File: src/rtl/conv_pkg.sv
// Shared types and sizing helpers for the convolution engine datapath.
package conv_pkg;

  typedef enum logic [1:0] {RD_IDLE, RD_READ, RD_ACK} rd_state_e;

  // Number of valid (no-padding) convolution outputs for a WxH map and CWxCH kernel.
  function automatic int conv_out_words(input int w, input int h, input int cw, input int ch);
    return (w - cw + 1) * (h - ch + 1);
  endfunction

endpackage

File: src/rtl/skid_fifo2.sv
// Two-entry register FIFO; head is always the oldest word, push and pop may coincide.
module skid_fifo2 #(
  parameter int Width = 8
) (
  input  logic             clk,
  input  logic             rst,
  input  logic             push,
  input  logic [Width-1:0] push_data,
  input  logic             pop,
  output logic [1:0]       count,
  output logic [Width-1:0] head
);

  logic [Width-1:0] tail;

  // Callers never pop when empty nor push when full, so those cases are not guarded.
  always_ff @(posedge clk or posedge rst) begin
    if (rst) begin
      count <= 2'd0;
      head  <= '0;
      tail  <= '0;
    end else begin
      case ({push, pop})
        2'b10: begin
          if (count == 2'd0) head <= push_data;
          else               tail <= push_data;
          count <= count + 2'd1;
        end
        2'b01: begin
          head  <= tail;
          count <= count - 2'd1;
        end
        2'b11: begin
          if (count == 2'd2) begin
            head <= tail;
            tail <= push_data;
          end else begin
            head <= push_data;
          end
        end
        default: ;
      endcase
    end
  end

endmodule

File: src/rtl/actv_out_reader.sv
// Streams a finished output activation frame from BRAM port B onto a valid/ready
// link, then completes the 4-phase req/ack handshake with the convolution engine.
//
// state   | meaning
// RD_IDLE | waiting for req_i
// RD_READ | issuing BRAM reads and streaming beats
// RD_ACK  | frame streamed, ack_o high until req_i falls
module actv_out_reader
  import conv_pkg::*;
#(
  parameter int DataWidth   = 8,
  parameter int DataSizeW   = 28,
  parameter int DataSizeH   = 28,
  parameter int ConvoWidth  = 3,
  parameter int ConvoHeight = 3,
  parameter int NumOut      = conv_out_words(DataSizeW, DataSizeH, ConvoWidth, ConvoHeight),
  parameter int AddrWidth   = $clog2(DataSizeW * DataSizeH),
  parameter int BaseAddr    = 0
) (
  input  logic                 clk_i,
  input  logic                 reset_i,
  input  logic                 req_i,
  output logic                 ack_o,
  output logic                 ram_en_o,
  output logic [AddrWidth-1:0] ram_addr_o,
  input  logic [DataWidth-1:0] ram_data_i,
  output logic                 m_valid_o,
  input  logic                 m_ready_i,
  output logic [DataWidth-1:0] m_data_o,
  output logic                 m_last_o,
  output logic                 busy_o,
  output logic                 err_o
);

  localparam int IdxWidth = $clog2(NumOut + 1);
  localparam logic [IdxWidth-1:0] NumOutIdx = IdxWidth'(NumOut);
  localparam logic [IdxWidth-1:0] LastIdx   = IdxWidth'(NumOut - 1);

  if (BaseAddr + NumOut > (1 << AddrWidth)) begin : g_addr_range
    $error("actv_out_reader: output frame does not fit in the BRAM address space");
  end

  rd_state_e           state;
  logic [IdxWidth-1:0] issue_idx;
  logic [IdxWidth-1:0] beat_idx;
  logic                inflight;
  logic [1:0]          fifo_cnt;
  logic                pop;
  logic                rd_en;
  logic [2:0]          occupancy;

  assign pop       = m_valid_o & m_ready_i;
  assign m_valid_o = (fifo_cnt != 2'd0);

  // Credit: a read is only issued if its word is guaranteed a FIFO slot next cycle.
  assign occupancy = {1'b0, fifo_cnt} + {2'b00, inflight} - {2'b00, pop};
  assign rd_en     = (state == RD_READ) && (issue_idx < NumOutIdx) && (occupancy < 3'd2);

  assign ram_en_o   = rd_en;
  assign ram_addr_o = rd_en ? (AddrWidth'(BaseAddr) + AddrWidth'(issue_idx)) : '0;
  assign m_last_o   = m_valid_o && (beat_idx == LastIdx);
  assign busy_o     = (state != RD_IDLE);

  skid_fifo2 #(.Width(DataWidth)) u_fifo (
    .clk       (clk_i),
    .rst       (reset_i),
    .push      (inflight),
    .push_data (ram_data_i),
    .pop       (pop),
    .count     (fifo_cnt),
    .head      (m_data_o)
  );

  always_ff @(posedge clk_i or posedge reset_i) begin
    if (reset_i) begin
      state     <= RD_IDLE;
      issue_idx <= '0;
      beat_idx  <= '0;
      inflight  <= 1'b0;
      ack_o     <= 1'b0;
      err_o     <= 1'b0;
    end else begin
      inflight <= rd_en;
      if (rd_en) issue_idx <= issue_idx + 1'b1;
      if (pop)   beat_idx  <= beat_idx + 1'b1;

      case (state)
        RD_IDLE: begin
          if (req_i) begin
            state     <= RD_READ;
            issue_idx <= '0;
            beat_idx  <= '0;
          end
        end
        RD_READ: begin
          // Engine withdrew the request early: flag it but finish the frame anyway.
          if (!req_i) err_o <= 1'b1;
          if (pop && (beat_idx == LastIdx)) begin
            state <= RD_ACK;
            ack_o <= 1'b1;
          end
        end
        RD_ACK: begin
          if (!req_i) begin
            state <= RD_IDLE;
            ack_o <= 1'b0;
          end
        end
        default: begin
          state <= RD_IDLE;
          ack_o <= 1'b0;
        end
      endcase
    end
  end

endmodule

File: config.mk
export PLATFORM = sky130hd
export DESIGN_NAME = actv_out_reader
export DESIGN_NICKNAME = d
export VERILOG_FILES = /design/src/rtl/conv_pkg.sv /design/src/rtl/skid_fifo2.sv /design/src/rtl/actv_out_reader.sv
export SDC_FILE = /design/constraint.sdc
export NUM_CORES = 1
export LEC_CHECK = 0
export CORE_ASPECT_RATIO = 0.7
export CORE_MARGIN = 4
export CORE_UTILIZATION = 53
export DETAILED_ROUTE_END_ITERATION = 8
export PLACE_DENSITY_LB_ADDON = 0.05
export REMOVE_ABC_BUFFERS = 1
export SYNTH_ARGS = -nofsm -noshare
export SYNTH_HDL_FRONTEND = slang
export SYNTH_SLANG_ARGS = --single-unit
export TNS_END_PERCENT = 5
File: constraint.sdc
create_clock -name clk_i -period 3.9 [get_ports clk_i]
set_input_delay 0.78 -clock clk_i [delete_from_list [all_inputs] [get_ports clk_i]]
set_output_delay 0.78 -clock clk_i [all_outputs]
set_load 0.005 [all_outputs]
==> results of run 1 <==
-- final timing paths --
check / start / endpoint / slack (ns)
worst max-delay path: m_ready_i / ram_addr_o[9] / -0.01
worst min-delay path: u_fifo.head[6]$_DFFE_PP0P_ / u_fifo.head[6]$_DFFE_PP0P_ / 0.48
worst max register to register: u_fifo.count[0]$_DFFE_PP0P_ / issue_idx[6]$_DFF_PP0_ / 1.17
worst min register to register: u_fifo.head[6]$_DFFE_PP0P_ / u_fifo.head[6]$_DFFE_PP0P_ / 0.48
max in group asynchronous: reset_i / u_fifo.count[0]$_DFFE_PP0P_ / 2.63
min in group asynchronous: reset_i / issue_idx[2]$_DFF_PP0_ / 0.91
-- through the flow --
| step | util [%] | cell area [sq um] | hold WS, ns | total power, W |
|---|---|---|---|---|
| 5_1_grt | 71.08 | 2873 | 0.5117 | 0.002187 |
| 3_5_place_dp | 67.89 | 2744 | 0.4691 | 0.001705 |
| 4_1_cts | 70.25 | 2839 | 0.4863 | 0.002014 |
| 6_report | 71.08 | 2873 | 0.4793 | 0.002030 |
| 3_3_place_gp | 67.89 | 2744 | 0.4594 | 0.001670 |
| 2_1_floorplan | - | 2246 | 0.4678 | 0.001298 |
-- cells in the mapped netlist (2+ instances only) --
library cell,n
dfrtp_1,43
nand2_1,20
o21ai_0,15
nor2_1,12
a21oi_1,10
nand3_1,10
a22oi_1,8
mux2_2,8
nor3_1,8
and3_1,7
inv_1,7
xnor2_1,6
buf_2,5
xor2_1,5
ha_1,4
nand4_1,4
or4_1,4
and4_1,3
mux2i_1,3
o31ai_1,3
a21oi_2,2
a31o_2,2
and2_1,2
clkbuf_1,2
nor2b_1,2
o2111a_1,2
-- cell families (layout without fill, tap and decap cells) --
kind of cell               count (synthesis)  in the layout  share of synthesized area [%]
AOI/OAI and AO/OA                         49             49                          15.00
xor gates and xnor gates                  12             12                          5.380
adders and majority gates                  5              5                          3.044
buffers and inverters                     17             61                          3.587
DFF                                       43             43                          46.74
muxes                                     11             11                          5.218
and+or+nand+nor                           87             87                          21.03
-- flip-flops by register name (all words and copies together), names as in the netlist --
signal and flops:
u_fifo.count 2, ack_o 1, issue_idx 10, state 2, beat_idx 10, u_fifo.head 8, err_o 1, inflight 1
u_fifo.tail 8
-- cell usage in the layout (no fill, tap or decap), types with 4 or more instances in the layout --
cell type,synthesis,layout
dfrtp_1,43,43
clkdlybuf4s50_1,0,27
nand2_1,20,20
o21ai_0,15,14
nor2_1,12,11
a21oi_1,10,10
nand3_1,10,10
buf_4,1,10
mux2_2,8,8
a22oi_1,8,8
inv_1,7,7
and3_1,7,7
nor3_1,8,6
xnor2_1,6,6
clkbuf_8,0,6
xor2_1,5,5
dlymetal6s2s_1,0,5
nand4_1,4,4
or4_1,4,4
ha_1,4,4
-- power breakdown --
part | internal, W | switching (W) | leakage (nW) | total (W)
Sequential | 0.000603 | 0.000149 | 0.536 | 0.000753
Clock | 0.000139 | 0.000154 | 0.0470 | 0.000294
Combinational | 0.000529 | 0.000455 | 0.728 | 0.000984
-- metal layers --
layer / GRT usage, % / share of wire [%]
met1: 27.51 / 49
met2: 27.00 / 44
met3: 6.120 / 6.0
met4: 4.669 / 0.89
met5: 0 / 0
-- final cells by class --
cell class,instances,area (sq um),area share [%]
tap,52,65.06,2.265
sequential,43,1076,37.46
inverter,7,26.28,0.9146
clock inverter,1,5.005,0.1742
clock buffer,6,82.58,2.875
multi-input combinational,164,1167,40.64
timing repair buffer,47,450.4,15.68
-- critical path, cell delays in order --
cell and delay (ns):
clkdlybuf4s50_1 0.48, and3b_2 0.20, o21ai_2 0.08, fa_2 0.42, xnor2_4 0.21, o2111ai_4 0.21
nor3_2 0.22, clkdlybuf4s50_1 0.53
-- timing repair --
action                                  4_1_cts  5_1_grt
gates cloned                                  0        1
resized for setup                             7       11
pin swaps                                     0        3
endpoints found under the setup margin       11        8
==> results.md, run 1 <==
* Worst Reg-to-Reg Cells at 8
* Height of the die at around 63 microns
* DP Wirelength at around 3500 microns
* Number of port buffers at 35
* Master cell of the clock root buffer: clkbuf_8
* Total number of H-tree levels at 2
* Fraction of final layout cells with drive strength greater than 1 at 17.91%
* Wire length of the first global-routing pass at 8107 microns
* Residual DRC at 0
* Count of synthesis-stage warnings from yosys at 0
* Clock tree from TritonCTS: done
* Number of global-route vias before repair at 1638
* Starting density of the core at 56.97%
* Run status: finished, violations left
* First-iteration detailed-routing DRC count at around 120
* Number of standard cells after synthesis at 224
* ANT cells at 0
* Highest achievable clock rate at 255.7 MHz
* Signed area change from the synthesized netlist to the final layout at 24.78%
* Number of pins with negative max-slew slack in the final report at 0
* Number of nets at the end of the flow at 285
* Clock latency on the worst-skew pair at 0.31 ns
* Clock-pin slew reported for the worst setup and hold paths after clock tree synthesis at 0.07 ns
* Dominant cell type by area after synthesis: dfrtp_1
* Minimum clock period after layout at around 4 ns
* Die outline area at 5479 sq um
* Critical path class: input pin to output port
* Maximum number of pins on one net before global-route repair at 44
* TritonCTS sink count at 43
* Mapped Area at 2302 sq um
* Dominant register cell in the synthesized netlist: dfrtp_1
* Die X at between 80 and 90 microns
* Cell depth of the worst min-delay path at 2
* GR Overflow Total at 0
* Via/cell ratio at 5.691
* TNS Setup at -0.01139 ns
* Top-Level Pins at 36
* EDFF count, synth at 0
* Unrepaired setup endpoints after global routing: true
* Fraction of registers with async set/reset at 100.0%
* Number of storage elements in the synthesis netlist at 43
* Startpoint class of the critical path: input pin
* Total setup buffers inserted after CTS at 0
* Cell Pwr Density at approximately 710 nW/um^2
* Post-cts hold buffer count at 0
* Slew at the pin closest to its max-slew limit at about 0.82 ns
* Slew Limit Headroom at 45.62%
* Crit share post-route at 100.3%
* Worst slack at placement at -0.1508 ns
* Maximum clock path buffer count at 2
* Total placed cells including tap cells at 312
* Arrival time at the worst endpoint at approximately 3.1 ns
* Ranking of synthesized cells by area: dfrtp_1, mux2_2, nand2_1
* Element type at the critical path end: output port
* Mean routed wirelength per cell at 15.40 microns
* TritonCTS buffer count at 5
* Data required, critical path at approximately 3.1 ns
* Floorplan core area at 4041 sq um
* Total number of vias at 1821
* Overall routing resource usage at a little under a fifth
* Sequential share of the synthesized area at 46.74%
* Length of the first detailed-routing pass in iterations at 4
* Setup clock skew after layout at ~0.0070 ns
* Leak pwr at 1.311 nW
* Final weighted congestion in routability-driven placement at 0.7891
* Path category of the worst min-delay check: register to register
* Setup WS post-layout at -0.01139 ns
* Mean instance size in the synthesized netlist at 10.28 sq um
* Layout fillers at 310
* Detailed-route wire length at 4928 microns
* Worst IR Drop VDD at 0.0005304 V
* Violated checks: negative setup slack
* Max capacitance violation total at 0
* Filler-free cell count of the finished design at 320
* Number of placement rows at 19
* Hold Violations, Final at 0
* Largest fanout on the critical path at 7
* Number of antenna violations at the first check in global routing at 0
* Number of setup violations in the final report at 1
* Post-synth top area share at a little under half
* ANT nets after route at 0
* Synth cell types at 53
Power figures use the tool's default switching activity.
==> inputs of run 2 (changes only) <==
Settings changed: CORE_UTILIZATION 53 to 55, CTS_BUF_LIST set to sky130_fd_sc_hd__clkbuf_8.
==> results.md, run 2 (synthesis gave the netlist of run 1 again) <==
* Run status: finished clean
* Arrival time at the worst endpoint at 2.96 ns
* Sequential Power Share at 35.2%
* Worst IR Drop VDD at approximately 0.00052 V
* Most used cells in the layout excluding fill and tap cells: dfrtp_1, clkdlybuf4s50_1, nand2_1
* Residual DRC at 0
* Slowest cell on the critical path: fa_2
* Critical-path cell list: dlygate4sd2_1, buf_4, nor2b_1, o21ai_1, fa_2, o2111a_1, buf_6, and3_4, clkdlybuf4s50_1
* CP startpoint: m_ready_i
* Hold wc startpoint: err_o$_DFFE_PP0P_
* Mean routed wirelength per cell at between 15 and 20 microns
* Unrepaired setup endpoints after global routing: false
* Clock latency on the worst-skew pair at 0.29 ns
* Biggest cell delay along the critical path at 0.60 ns
* Leak pwr at 1.229 nW
* Clock tree from TritonCTS: done
* ANT cells at 0
* Minimum clock period after layout at 3.738 ns
* Clock group share of total power at 19.2%
* Floorplan core area at 3970 sq um
* Worst path top cell family by delay: buffers and inverters
* Buffers and inverters on the worst path at 4
* Length of the first detailed-routing pass in iterations at 4
* TNS Setup at 0 ns
* Proportion of power drawn by combinational gates at between 40% and 50%
* Highest achievable clock rate at 267.5 MHz
* Maximum clock path buffer count at 2
* Total number of cells along the worst setup path at 9
* Worst Reg-to-Reg Cells at 9
* Met2 wire length at 2231 microns
* Final weighted congestion in routability-driven placement at 0.7758
* Setup clock skew after layout at 0.006274 ns
* Slew Limit Headroom at a little under half
* Maximum number of pins on one net before global-route repair at 44
* Number of nets at the end of the flow at 285
* Element type at the critical path end: output port
* Detailed-routed wire length on met3 at 228 microns
* Wire length of the first global-routing pass at 8728 microns
* Switching Power at 0.0007535 W
* Die outline area at 5302 sq um
* Fraction of final layout cells with drive strength greater than 1 at 16.73%
* Reg2Reg Setup Slack at about 1.1 ns
* Leading cell type in the layout, fill and taps excluded: dfrtp_1
* Cell Pwr Density at between 700 and 800 nW/um^2
* Number of pins with negative max-slew slack in the final report at 0
* Critical path class: input pin to output port
* Filler-free cell count of the finished design at 321
* Worst R2R End: issue_idx[6]$_DFF_PP0_
* Number of global-route vias before repair at between 1500 and 2000
* Number of port buffers at 35
* Tightest hold margin at 0.4815 ns
* Slew at the pin closest to its max-slew limit at 0.7802 ns
* Largest registers: beat_idx: 10 flops, issue_idx: 10 flops
* Detailed-route wire length at 4945 microns
* Die X at about 85 microns
* Overall routing resource usage at 20.20%
* Number of placement rows at 19
* Total placed cells including tap cells at 313
* Switch share at between 30% and 40%
* TritonCTS sink count at between 40 and 50
* Max capacitance violation total at 0
* Number of antenna violations at the first check in global routing at 0
* TritonCTS buffer count at 5
* Routed met1 length at 2461 microns
* GR Overflow Total at 0
* Number of setup violations in the final report at 0
* Largest fanout on the critical path at 11
* Top-Level Pins at 36
* Via/cell ratio at 5.751
* Startpoint of the worst register-to-register path: u_fifo.count[0]$_DFFE_PP0P_
* Master cell of the clock root buffer: clkbuf_8
* Height of the die at between 60 and 70 microns
* Post-cts hold buffer count at 0
* Total number of H-tree levels at 2
* Internal cell power at 0.001394 W
* Signed area change from the synthesized netlist to the final layout at 26.14%
* DP Wirelength at 3414 microns
* Hold Violations, Final at 0
* CP endpoint: ram_addr_o[5]
* Path category of the worst min-delay check: register to register
* ANT nets after route at 0
* Startpoint class of the critical path: input pin
* Total number of vias at approximately 1800
* Top metal layer carrying routed signals: met4
* Clock-pin slew reported for the worst setup and hold paths after clock tree synthesis at 0.08 ns
* Starting density of the core at slightly below 60%
* Data required, critical path at approximately 3.1 ns
* First-iteration detailed-routing DRC count at 141
* Crit share post-route at a little over nine tenths
## run 2: cell count changes in the layout (fill, tap and decap cells not counted), sizes merged
| cell | delta |
|---|---|
| bufinv | +2 |
| clkbuf | -1 |
| clkdlybuf4s50 | +6 |
| clkinv | -1 |
| clkinvlp | +1 |
| dlygate4sd2 | -1 |
| dlymetal6s2s | -5 |
## run 2: layout make-up
cell class	count	area (sq um)
repair buffers	47	441.7
clock inverters	3	67.56
fillers	300	1066
well taps	52	65.06
inverters	7	26.28
multi-input cells	164	1159
clock buffers	5	68.82
flip-flops and latches	43	1076
## run 2: timing repair
item	in CTS	in global routing
endpoints found under the setup margin	11	0
resized for setup	8	0
buffers inserted	0	0
## run 2: worst reg2reg max path, delay by kind of cell, from the launching register on
family / cells / cell delay, ns
AND/OR/NAND/NOR: 2 / 0.80
flip-flops: 1 / 0.51
AO/OA/AOI/OAI: 3 / 0.48
buffers and inverters: 2 / 0.35
XOR/XNOR: 1 / 0.14
adder cells (fa/ha/maj): 1 / 0.42
## run 2: how the worst min path moves through the flow
| stage | endpoint | cells after the start |
|---|---|---|
| global route | u_fifo.head[7]$_DFFE_PP0P_ | 2 |
| floorplan | err_o$_DFFE_PP0P_ | 1 |
| global placement | err_o$_DFFE_PP0P_ | 1 |
| CTS | err_o$_DFFE_PP0P_ | 1 |
| finish | err_o$_DFFE_PP0P_ | 1 |
| detailed placement | err_o$_DFFE_PP0P_ | 1 |
## run 2: metal layers
metal  track usage, %  up-vias
li1                 -      900
met1            30.64      901
met2            29.07       43
met3            4.491        2
met4            5.336        0
met5                0        -
## run 2: power groups by stage
stage | clock, W | sequential (W) | combinational [W]
final | 0.000413 | 0.000756 | 0.000978
after global routing | 0.000441 | 0.000786 | 0.00109
after CTS | 0.000423 | 0.000753 | 0.000986
after detailed placement | 0 | 0.000758 | 0.000953
after global placement | 0 | 0.000756 | 0.000937
after floorplan | 0 | 0.000744 | 0.000554
## run 2: through the flow
step | utilization, % | cell area (sq um) | worst slack, ns | total power, W
floorplan | - | 2246 | 0.8407 | 0.001298
global placement | 69.30 | 2751 | -0.1468 | 0.001692
detailed placement | 69.30 | 2751 | -0.1988 | 0.001711
CTS | 73.15 | 2904 | 0.1517 | 0.002162
global route | 73.15 | 2904 | 0.06195 | 0.002316
finish | 73.15 | 2904 | 0.1621 | 0.002147
